File: src/rtl/hall_pkg.sv
// Shared types and helpers for the Hall speed path: divider width, FSM states,
// RPM scale and saturation helpers.
package hall_pkg;

  localparam int DIV_W = 40;

  typedef enum logic [1:0] {IDLE, LOAD, DIV, DONE} state_e;

  // Clock cycles per minute: the dividend that turns a period into RPM.
  function automatic logic [DIV_W-1:0] rpm_scale(input int unsigned clk_hz);
    return DIV_W'(clk_hz) * DIV_W'(60);
  endfunction

  function automatic logic [31:0] sat_u32(input logic [32:0] v);
    return v[32] ? 32'hFFFF_FFFF : v[31:0];
  endfunction

  function automatic logic [DIV_W-1:0] sat_width(input logic [DIV_W-1:0] v,
                                                 input int unsigned w);
    logic [DIV_W-1:0] lim;
    lim = (DIV_W'(1) << w) - DIV_W'(1);
    return (v > lim) ? lim : v;
  endfunction

endpackage

File: src/rtl/seq_divider.sv
// Unsigned restoring divider, one quotient bit per cycle; done pulses on the last
// iteration with the final quotient. Divide by zero yields all ones.
module seq_divider #(
  parameter int DIV_W = 40
) (
  input  logic             clk,
  input  logic             rst_n,
  input  logic             start,
  input  logic             abort,
  input  logic [DIV_W-1:0] dividend,
  input  logic [DIV_W-1:0] divisor,
  output logic             busy,
  output logic             done,
  output logic [DIV_W-1:0] quotient
);

  localparam int CW = $clog2(DIV_W);

  logic             busy_q, busy_d;
  logic [CW-1:0]    cnt_q, cnt_d;
  logic [DIV_W-1:0] rem_q, rem_d;
  logic [DIV_W-1:0] quo_q, quo_d;
  logic [DIV_W-1:0] dvs_q, dvs_d;

  logic [DIV_W:0]   rem_sh;
  logic [DIV_W:0]   rem_diff;
  logic             fits;
  logic [DIV_W-1:0] quo_nx;
  logic             last_iter;

  assign rem_sh    = {rem_q, quo_q[DIV_W-1]};
  assign rem_diff  = rem_sh - {1'b0, dvs_q};
  assign fits      = (rem_sh >= {1'b0, dvs_q});
  assign quo_nx    = {quo_q[DIV_W-2:0], fits};
  assign last_iter = (cnt_q == CW'(DIV_W - 1));

  always_comb begin
    busy_d = busy_q;
    cnt_d  = cnt_q;
    rem_d  = rem_q;
    quo_d  = quo_q;
    dvs_d  = dvs_q;
    if (abort) begin
      busy_d = 1'b0;
    end else if (start) begin
      busy_d = 1'b1;
      cnt_d  = '0;
      rem_d  = '0;
      quo_d  = dividend;
      dvs_d  = divisor;
    end else if (busy_q) begin
      rem_d = fits ? rem_diff[DIV_W-1:0] : rem_sh[DIV_W-1:0];
      quo_d = quo_nx;
      cnt_d = cnt_q + CW'(1);
      if (last_iter) busy_d = 1'b0;
    end
  end

  always_ff @(posedge clk or negedge rst_n) begin
    if (!rst_n) begin
      busy_q <= 1'b0;
      cnt_q  <= '0;
      rem_q  <= '0;
      quo_q  <= '0;
      dvs_q  <= '0;
    end else begin
      busy_q <= busy_d;
      cnt_q  <= cnt_d;
      rem_q  <= rem_d;
      quo_q  <= quo_d;
      dvs_q  <= dvs_d;
    end
  end

  assign busy     = busy_q;
  assign done     = busy_q && !abort && last_iter;
  assign quotient = (dvs_q == '0) ? '1 : quo_nx;

endmodule

File: src/rtl/hall_rpm_calculator.sv
// Hall period averaging and RPM conversion with stall detection.
// Latency: sample_en to rpm_valid is 43 cycles (SA edge to rpm_valid is 46).
module hall_rpm_calculator
  import hall_pkg::*;
#(
  parameter int unsigned CLK_FREQ_HZ    = 100_000_000,
  parameter int unsigned PULSES_PER_REV = 1,
  parameter int unsigned AVG_LOG2       = 2,
  parameter int unsigned MIN_PERIOD     = 1_000,
  parameter int unsigned STALL_CYCLES   = 50_000_000,
  parameter int unsigned RPM_W          = 16
) (
  input  logic             clock_3,
  input  logic             Reset,
  input  logic             SA,
  input  logic [31:0]      high_counter,
  input  logic [31:0]      low_counter,
  output logic [RPM_W-1:0] rpm,
  output logic             rpm_valid,
  output logic [31:0]      period_avg,
  output logic             stalled
);

  localparam int DEPTH = 1 << AVG_LOG2;
  localparam int PW    = (AVG_LOG2 > 0) ? AVG_LOG2 : 1;
  localparam int FW    = AVG_LOG2 + 1;
  localparam int SW    = 32 + AVG_LOG2;
  localparam logic [DIV_W-1:0] RPM_SCALE = rpm_scale(CLK_FREQ_HZ);

  logic [2:0]       sa_sync_q, sa_sync_d;
  logic             sample_en_q, sample_en_d;
  logic [31:0]      ring_q [DEPTH];
  logic [31:0]      ring_d [DEPTH];
  logic [SW-1:0]    sum_q, sum_d;
  logic [PW-1:0]    ptr_q, ptr_d;
  logic [FW-1:0]    fill_q, fill_d;
  logic             pending_q, pending_d;
  logic [31:0]      stall_cnt_q, stall_cnt_d;
  logic             stalled_q, stalled_d;
  logic [31:0]      period_avg_q, period_avg_d;
  logic [RPM_W-1:0] rpm_q, rpm_d;
  logic             rpm_valid_q, rpm_valid_d;
  state_e           state_q, state_d;

  logic             sa_rise;
  logic [31:0]      period;
  logic             sample_ok;
  logic             full;
  logic             stall_hit;
  logic             div_start, div_abort, div_busy, div_done;
  logic [DIV_W-1:0] div_divisor, div_quot;

  // sa_sync_q[1:0] is the synchroniser, sa_sync_q[2] the edge-detect history.
  assign sa_sync_d   = {sa_sync_q[1:0], SA};
  assign sa_rise     = sa_sync_q[1] & ~sa_sync_q[2];
  assign sample_en_d = sa_rise;

  assign period      = sat_u32({1'b0, high_counter} + {1'b0, low_counter} + 33'd2);
  assign sample_ok   = (period >= 32'(MIN_PERIOD));
  assign full        = (fill_q == FW'(DEPTH));
  assign stall_hit   = !sample_en_q && (stall_cnt_q == 32'(STALL_CYCLES - 1));
  assign div_divisor = DIV_W'(period_avg_q) * DIV_W'(PULSES_PER_REV);

  always_comb begin
    state_d      = state_q;
    pending_d    = pending_q;
    ring_d       = ring_q;
    sum_d        = sum_q;
    ptr_d        = ptr_q;
    fill_d       = fill_q;
    period_avg_d = period_avg_q;
    rpm_d        = rpm_q;
    rpm_valid_d  = 1'b0;
    stalled_d    = stalled_q;
    stall_cnt_d  = stall_cnt_q;
    div_start    = 1'b0;
    div_abort    = 1'b0;

    if (stall_cnt_q != 32'(STALL_CYCLES)) stall_cnt_d = stall_cnt_q + 32'd1;

    case (state_q)
      IDLE: if (full && pending_q && !div_busy) begin
        state_d   = LOAD;
        pending_d = 1'b0;
      end
      LOAD: begin
        div_start = 1'b1;
        state_d   = DIV;
      end
      DIV: if (div_done) begin
        rpm_d       = RPM_W'(sat_width(div_quot, RPM_W));
        rpm_valid_d = 1'b1;
        state_d     = DONE;
      end
      DONE:    state_d = IDLE;
      default: state_d = IDLE;
    endcase

    // A sample in the threshold cycle wins, so stall_hit already excludes it.
    if (sample_en_q) begin
      stall_cnt_d = '0;
      stalled_d   = 1'b0;
      if (sample_ok) begin
        ring_d[ptr_q] = period;
        sum_d         = sum_q + SW'(period) - SW'(ring_q[ptr_q]);
        ptr_d         = (ptr_q == PW'(DEPTH - 1)) ? '0 : ptr_q + PW'(1);
        if (!full) fill_d = fill_q + FW'(1);
        if (fill_d == FW'(DEPTH)) period_avg_d = 32'(sum_d >> AVG_LOG2);
        pending_d = 1'b1;
      end
    end else if (stall_hit) begin
      stall_cnt_d = 32'(STALL_CYCLES);
      stalled_d   = 1'b1;
      rpm_d       = '0;
      rpm_valid_d = 1'b1;
      ring_d      = '{default: '0};
      sum_d       = '0;
      ptr_d       = '0;
      fill_d      = '0;
      pending_d   = 1'b0;
      state_d     = IDLE;
      div_start   = 1'b0;
      div_abort   = 1'b1;
    end
  end

  always_ff @(posedge clock_3 or negedge Reset) begin
    if (!Reset) begin
      sa_sync_q    <= '0;
      sample_en_q  <= 1'b0;
      ring_q       <= '{default: '0};
      sum_q        <= '0;
      ptr_q        <= '0;
      fill_q       <= '0;
      pending_q    <= 1'b0;
      stall_cnt_q  <= '0;
      stalled_q    <= 1'b0;
      period_avg_q <= '0;
      rpm_q        <= '0;
      rpm_valid_q  <= 1'b0;
      state_q      <= IDLE;
    end else begin
      sa_sync_q    <= sa_sync_d;
      sample_en_q  <= sample_en_d;
      ring_q       <= ring_d;
      sum_q        <= sum_d;
      ptr_q        <= ptr_d;
      fill_q       <= fill_d;
      pending_q    <= pending_d;
      stall_cnt_q  <= stall_cnt_d;
      stalled_q    <= stalled_d;
      period_avg_q <= period_avg_d;
      rpm_q        <= rpm_d;
      rpm_valid_q  <= rpm_valid_d;
      state_q      <= state_d;
    end
  end

  seq_divider #(.DIV_W(DIV_W)) u_div (
    .clk      (clock_3),
    .rst_n    (Reset),
    .start    (div_start),
    .abort    (div_abort),
    .dividend (RPM_SCALE),
    .divisor  (div_divisor),
    .busy     (div_busy),
    .done     (div_done),
    .quotient (div_quot)
  );

  assign rpm        = rpm_q;
  assign rpm_valid  = rpm_valid_q;
  assign period_avg = period_avg_q;
  assign stalled    = stalled_q;

endmodule

File: config.mk
export PLATFORM = sky130hd
export DESIGN_NAME = hall_rpm_calculator
export DESIGN_NICKNAME = d
export VERILOG_FILES = /design/src/rtl/hall_pkg.sv /design/src/rtl/seq_divider.sv /design/src/rtl/hall_rpm_calculator.sv
export SDC_FILE = /design/constraint.sdc
export NUM_CORES = 1
export LEC_CHECK = 0
export ABC_AREA = 1
export CORE_AREA = 3 3 248 250
export CTS_CLUSTER_SIZE = 8
export DETAILED_ROUTE_END_ITERATION = 10
export DIE_AREA = 0 0 251 253
export PLACE_DENSITY = 0.73
export RECOVER_POWER = 100
export REMOVE_ABC_BUFFERS = 1
export SYNTH_ARGS = -nofsm -noshare
export SYNTH_HDL_FRONTEND = slang
export SYNTH_HIERARCHICAL = 1
export SYNTH_SLANG_ARGS = --single-unit
File: constraint.sdc
create_clock -name clock_3 -period 10.8 [get_ports clock_3]
set_clock_uncertainty 0.15 [all_clocks]
set_input_delay 2.7 -clock clock_3 [delete_from_list [all_inputs] [get_ports clock_3]]
set_output_delay 2.7 -clock clock_3 [all_outputs]
set_load 0.01 [all_outputs]
==> flow_summary.ini, run 1 <==
[sta]
period_needed_ns = 9.317
fmax_ghz = 0.1073
fin_ws_ns = 1.483
worstMarginPinSlew_ns = 5.563
setup_tns_ns = 0
hold_viol_final = 0
finalMaxSlewViolations = 587
rsz0062_at_grt = no
slew_headroom_pct = -270.8
final.period_utilization_pct = 86.27
setup_violations = 0

[critical_path]
reg2reg_to = u_div/cnt_q[5]
start_kind = input pin
cp-end-kind = flop
ff2ff_path_depth = 11
required_ns = 11.06
arrival_ns = 9.58
critPathTopFamily = compound AO/OA/AOI/OAI gates
rrSetupSlack_ns = 1.83
critPathMaxFanout = 29
cp_slowest_stage_delay_ns = 0.69
crit_top_cell = nand2_1
critical_path.reg2reg.startpoint = sample_en_q
path_class = in -> reg
crit_buf_inv = 4
cpMaxStageDelayCell = nand2_1

[flow_run]
max_cap_viol_count = 12

[yosys]
ys_warn_count = 6
syn_inst = 3713
netlist.area_leader.share_pct = 35.90
avgSynthCellArea_um2 = 7.191
syn_area_um2 = 26700
synth_cell_types = 58
ys_top_cells_by_area = dfrtp_1 36%, nand2_1 15%, ha_1 7.0%
synth_ff_type = dfrtp_1
synth_edf_count = 0
ys_seq_area_share_pct = 35.90
yosys.area.top_type = dfrtp_1
synth.most_common_cell = nand2_1
synthTopCellsByCount = 1096 x nand2_1, 499 x inv_1, 383 x dfrtp_1
synthArstFlopShare_pct = 100.0
yosys_register_bits = 383

[global_routing]
grt_max_degree = 150
grt_pass1_wl_um = 125400
grt_usage_pct = 24.42
grt_pass1_vias = 23357
antenna_found_initial = 1
overflow = 0

[die]
dieHeight_um = 253
die_area_um2 = 63500
io_pins = 117
die_x_um = 251
initial_core_util_pct = 45.07
core_um2 = 59240
rows = 89

[finish]
drive_above_1_share_pct = 3.676
syn_to_final_growth_pct = 11.37
final_nets = 4052
fin_cells = 4582
fillers = 5919
num_antenna_cells = 0

[power_and_ir_drop]
cellLeakagePower_nw = 15.63
p_per_area_nw_per_um2 = 354.4
irDropWorstVdd_mv = 0.1967

[detailed_routing]
drt_first_iter_violations = 2117
drc = 0
postRouteAntennaNets = 0
routed_via_density = 5.346
wl_per_cell_um = 17.10
drt-pass1-iter-count = 6
finalWirelength_um = 78340
vias = 24496

[cts]
clockBufferDepth = 3
cts_sinks = 383
clkSlewWorstSetupHoldPaths_ns = 0.06
cts_root_buffer = clkbuf_16
cts_setup_buffers = 0
cts_hold_buf = 0
htreeDepth = 2
cts_tree = yes
numCtsBuffers = 54
cts_resized = 0
clock_latency_ns = 0.61

[worst_hold_path]
min_from = sa_sync_q[2]
hold-path-cell-count = 1
holdPathEnd = sample_en_q
hp-class = reg -> reg

[place]
dp_cells = 4518
hpwl_um = 56760
port_buffers = 116
pre_cts_ws_ns = 1.578
globalplace.congestion = 0.9665

[outcome]
status = finished, violations left
violations = max-capacitance violations, max-slew violations
## worst max path at each step
stage                endpoint             start  depth (start not counted)
2_1_floorplan  period_avg[22]   high_counter[3]                         23
3_3_place_gp   period_avg[22]   high_counter[3]                         24
3_5_place_dp   period_avg[22]  high_counter[16]                         25
4_1_cts        period_avg[22]  high_counter[17]                         25
5_1_grt        period_avg[22]  high_counter[17]                         25
6_report       period_avg[22]  high_counter[17]                         25
## report_power, final
| part | switching (mW) | internal, mW |
|---|---|---|
| clock | 0.629 | 0.887 |
| sequential | 0.361 | 2.01 |
| combinational | 4.30 | 2.35 |
## cell usage in the layout, fill, tap and decap left out, types with 3 or more instances in the layout
master,instances
nand2_1,1105
inv_1,501
dfrtp_1,382
nand3_1,359
o21ai_0,258
nor2_1,236
ha_1,150
a21oi_1,121
clkdlybuf4s50_1,64
clkbuf_16,54
dlygate4sd3_1,51
conb_1,48
xnor2_1,45
xor2_1,41
o211ai_1,39
nor3_1,37
fa_1,34
nand4_1,31
a32o_1,28
nand3b_1,27
nor4_1,22
o22ai_1,21
nand3_2,17
nor2_2,13
buf_4,12
o21bai_1,11
nand2_2,10
inv_2,10
a21o_1,10
clkbuf_1,9
a31oi_1,8
o21a_1,5
and2_1,4
a21boi_0,4
or2_2,3
o21ai_2,3
o21ai_1,3
## sequential cells by signal, indices dropped and copies added (netlist names)
name,cells
rpm_valid,1
sa_sync_q,3
u_div/busy,1
rpm,16
sum_q,34
ptr_q,2
sample_en_q,1
state_q,2
u_div/quo_q,40
stalled,1
period_avg,32
u_div/rem_q,40
pending_q,1
u_div/cnt_q,6
u_div/dvs_q,40
ring_q,128
fill_q,3
stall_cnt_q,32
## cell families after synthesis
group | after synthesis | share of synthesized area, %
and+or+nand+nor | 1877 | 30.25
other | 2 | 0.02813
adders and majority gates | 184 | 9.578
DFF | 383 | 35.90
AOI/OAI and AO/OA | 520 | 11.25
xor gates and xnor gates | 86 | 2.821
buffers and inverters | 660 | 10.15
muxes | 1 | 0.03749
## stage by stage
step | area, um2 | utilization (%) | hold slack (ns) | power, mW
after floorplan | 26090 | - | 0.1812 | 7.053
after global placement | 28380 | 47.90 | 0.2387 | 8.886
after detailed placement | 28380 | 47.90 | 0.2342 | 8.961
after CTS | 29820 | 50.33 | 0.2567 | 10.54
after global routing | 29740 | 50.19 | 0.2740 | 11.50
final | 29740 | 50.19 | 0.2602 | 10.54
## layout make-up
type	count	area (um2)	share of cell area, %
sequential	383	9585	32.24
tap	773	967.2	3.253
inverter	513	1931	6.492
multi-input combinational	2716	14530	48.86
clock buffer	60	1374	4.620
clock inverter	4	66.31	0.2230
timing repair buffer	133	1282	4.313
## worst register-to-register path: cells and delay by family (launching register included)
family,cells,cell delay (ns)
buffers and inverters,4,5.38
AND/OR/NAND/NOR,6,2.20
flip-flops,1,0.98
AO/OA/AOI/OAI,1,0.21
## metal layers
layer | GRT usage [%] | vias up | wire length, um
met1 | 31.19 | 11452 | 32920
li1 | - | 12069 | -
met5 | 0 | - | 0
met4 | 8.337 | 0 | 2565
met3 | 3.574 | 146 | 4776
met2 | 42.53 | 829 | 38070
Note: power is estimated with default switching activity, not from simulation.
==> run 2, diff against run 1 <==
--- a/config.mk
+++ b/config.mk
@@ -10,7 +10,7 @@
 export CTS_CLUSTER_SIZE = 8
 export DETAILED_ROUTE_END_ITERATION = 10
 export DIE_AREA = 0 0 251 253
-export PLACE_DENSITY = 0.73
+export PLACE_DENSITY = 0.74
 export RECOVER_POWER = 100
 export REMOVE_ABC_BUFFERS = 1
 export SYNTH_ARGS = -nofsm -noshare
==> constraint.sdc (replaced) <==
create_clock -name clock_3 -period 7.7 [get_ports clock_3]
set_clock_uncertainty 0.15 [all_clocks]
set_input_delay 1.925 -clock clock_3 [delete_from_list [all_inputs] [get_ports clock_3]]
set_output_delay 1.925 -clock clock_3 [all_outputs]
set_load 0.01 [all_outputs]
==> flow_summary.ini, run 2 (synthesized netlist as in run 1, its figures left out) <==
[global_routing]
grt_pass1_vias = 23878
grt_usage_pct = 23.96
grt_pass1_wl_um = 124200
overflow = 0
grt_max_degree = 162
antenna_found_initial = 0

[cts]
cts_root_buffer = clkbuf_16
numCtsBuffers = 54
cts_setup_buffers = 0
cts_resized = 0
clockBufferDepth = 3
cts_hold_buf = 0
htreeDepth = 2
clkSlewWorstSetupHoldPaths_ns = 0.05
clock_latency_ns = 0.59
cts_sinks = 383
cts_tree = yes

[sta]
hold_ws_ns = 0.1951
final.period_utilization_pct = 92.22
finalMaxSlewViolations = 347
worstMarginPinSlew_ns = 3.975
fin_ws_ns = 0.5989
fmax_ghz = 0.1408
rsz0062_at_grt = no
slew_headroom_pct = -165.0
setup_violations = 0
period_needed_ns = 7.101
setup_tns_ns = 0
hold_viol_final = 0

[worst_hold_path]
hp-class = reg -> reg
hold-path-cell-count = 0

[detailed_routing]
postRouteAntennaNets = 0
drc = 0
finalWirelength_um = 76360
vias = 24587
drt_first_iter_violations = 1775
wl_per_cell_um = 16.59
drt-pass1-iter-count = 5
routed_via_density = 5.342

[critical_path]
required_ns = 8.07
cp-end-kind = flop
path_class = in -> reg
critPathMaxFanout = 11
start_kind = input pin
arrival_ns = 7.47
ff2ff_path_depth = 17

[finish]
fillers = 5863
drive_above_1_share_pct = 4.204
syn_to_final_growth_pct = 11.88
layout.area.seq_um2 = 9587
layout_common_cells = 1101 x nand2_1, 500 x inv_1, 381 x dfrtp_1
regMostFlops = ring_q
final_nets = 4076
num_antenna_cells = 0
multiInputGateArea_um2 = 14530
final_common_cell = nand2_1
largest_reg_flops = 128

[die]
die_area_um2 = 63500
io_pins = 117
die_x_um = 251
initial_core_util_pct = 45.07
core_um2 = 59240
dieHeight_um = 253
rows = 89

[place]
port_buffers = 116
hpwl_um = 56080
pre_cts_ws_ns = 0.2245
globalplace.congestion = 1.023

[power_and_ir_drop]
irDropWorstVdd_mv = 0.2572
cellLeakagePower_nw = 15.69
p_per_area_nw_per_um2 = 496.5

[flow_run]
max_cap_viol_count = 5

[outcome]
violations = max-capacitance violations, max-slew violations
status = finished, violations left
==> run 2: cell types whose count changed in the layout (fill, tap and decap cells not counted), moves of 3 or more <==
cell and delta:
buf_4 +12, clkbuf_2 +5, nand2_1 -4, nand2_2 +4, o21ai_0 -3
==> run 2: cell type report <==
class | instances | area share [%]
Clock buffer | 58 | 4.607
Clock inverter | 3 | 0.1466
Inverter | 513 | 6.463
Multi-Input combinational cell | 2716 | 48.64
Sequential cell | 383 | 32.09
Tap cell | 773 | 3.238
Timing Repair Buffer | 157 | 4.817
==> run 2: layer usage <==
layer | track usage, % | wire, um | vias to the layer above
met5 | 0 | 0 | -
met4 | 9.133 | 3025 | 0
met3 | 3.636 | 4847 | 179
met2 | 41.09 | 36470 | 790
met1 | 30.67 | 32010 | 11508
li1 | - | - | 12110
==> run 2: worst paths after layout <==
path	slack, ns	endpoint	from
worst max-delay path	0.60	sum_q[33]	high_counter[7]
worst min-delay path	0.20	sa_sync_q[1]	sa_sync_q[0]
worst max register to register	1.09	u_div/cnt_q[4]	sample_en_q
worst min register to register	0.20	sa_sync_q[1]	sa_sync_q[0]
max in group asynchronous	1.68	sample_en_q	Reset
min in group asynchronous	1.20	rpm[0]	Reset
==> run 2: critical path, cell delays in order <==
cell	delay, ns
clkdlybuf4s50_1	0.41
ha_1	0.30
ha_1	0.36
nand2_1	0.16
inv_1	0.05
a21oi_1	0.18
nand2_2	0.12
nand2_1	0.09
nand2_2	0.06
nand2_1	0.08
nand3_1	0.06
nand2_1	0.13
inv_1	0.10
clkbuf_2	0.24
nor2_1	0.35
inv_1	0.18
fa_1	0.48
ha_1	0.40
nand2_1	0.16
nor2_1	0.22
inv_1	0.08
nor4_1	0.55
nand3_1	0.21
nand3_1	0.18
xor2_1	0.19
nand3_1	0.09
nand2_1	0.12
==> run 2: report_power, final <==
part | internal, mW | switching [mW] | leakage (nW)
Combinational | 3.41 | 6.00 | 10.2
Sequential | 2.81 | 0.525 | 4.82
Clock | 1.24 | 0.843 | 0.693
==> run 2: stage by stage <==
| step | utilization (%) | area, um2 | std cells | power [mW] |
|---|---|---|---|---|
| 2_1_floorplan | - | 26090 | 3612 | 9.892 |
| 3_3_place_gp | 48.25 | 28580 | 4542 | 12.62 |
| 3_5_place_dp | 48.25 | 28580 | 4542 | 12.75 |
| 4_1_cts | 50.65 | 30000 | 4603 | 14.91 |
| 5_1_grt | 50.42 | 29870 | 4603 | 16.27 |
| 6_report | 50.42 | 29870 | 4603 | 14.83 |
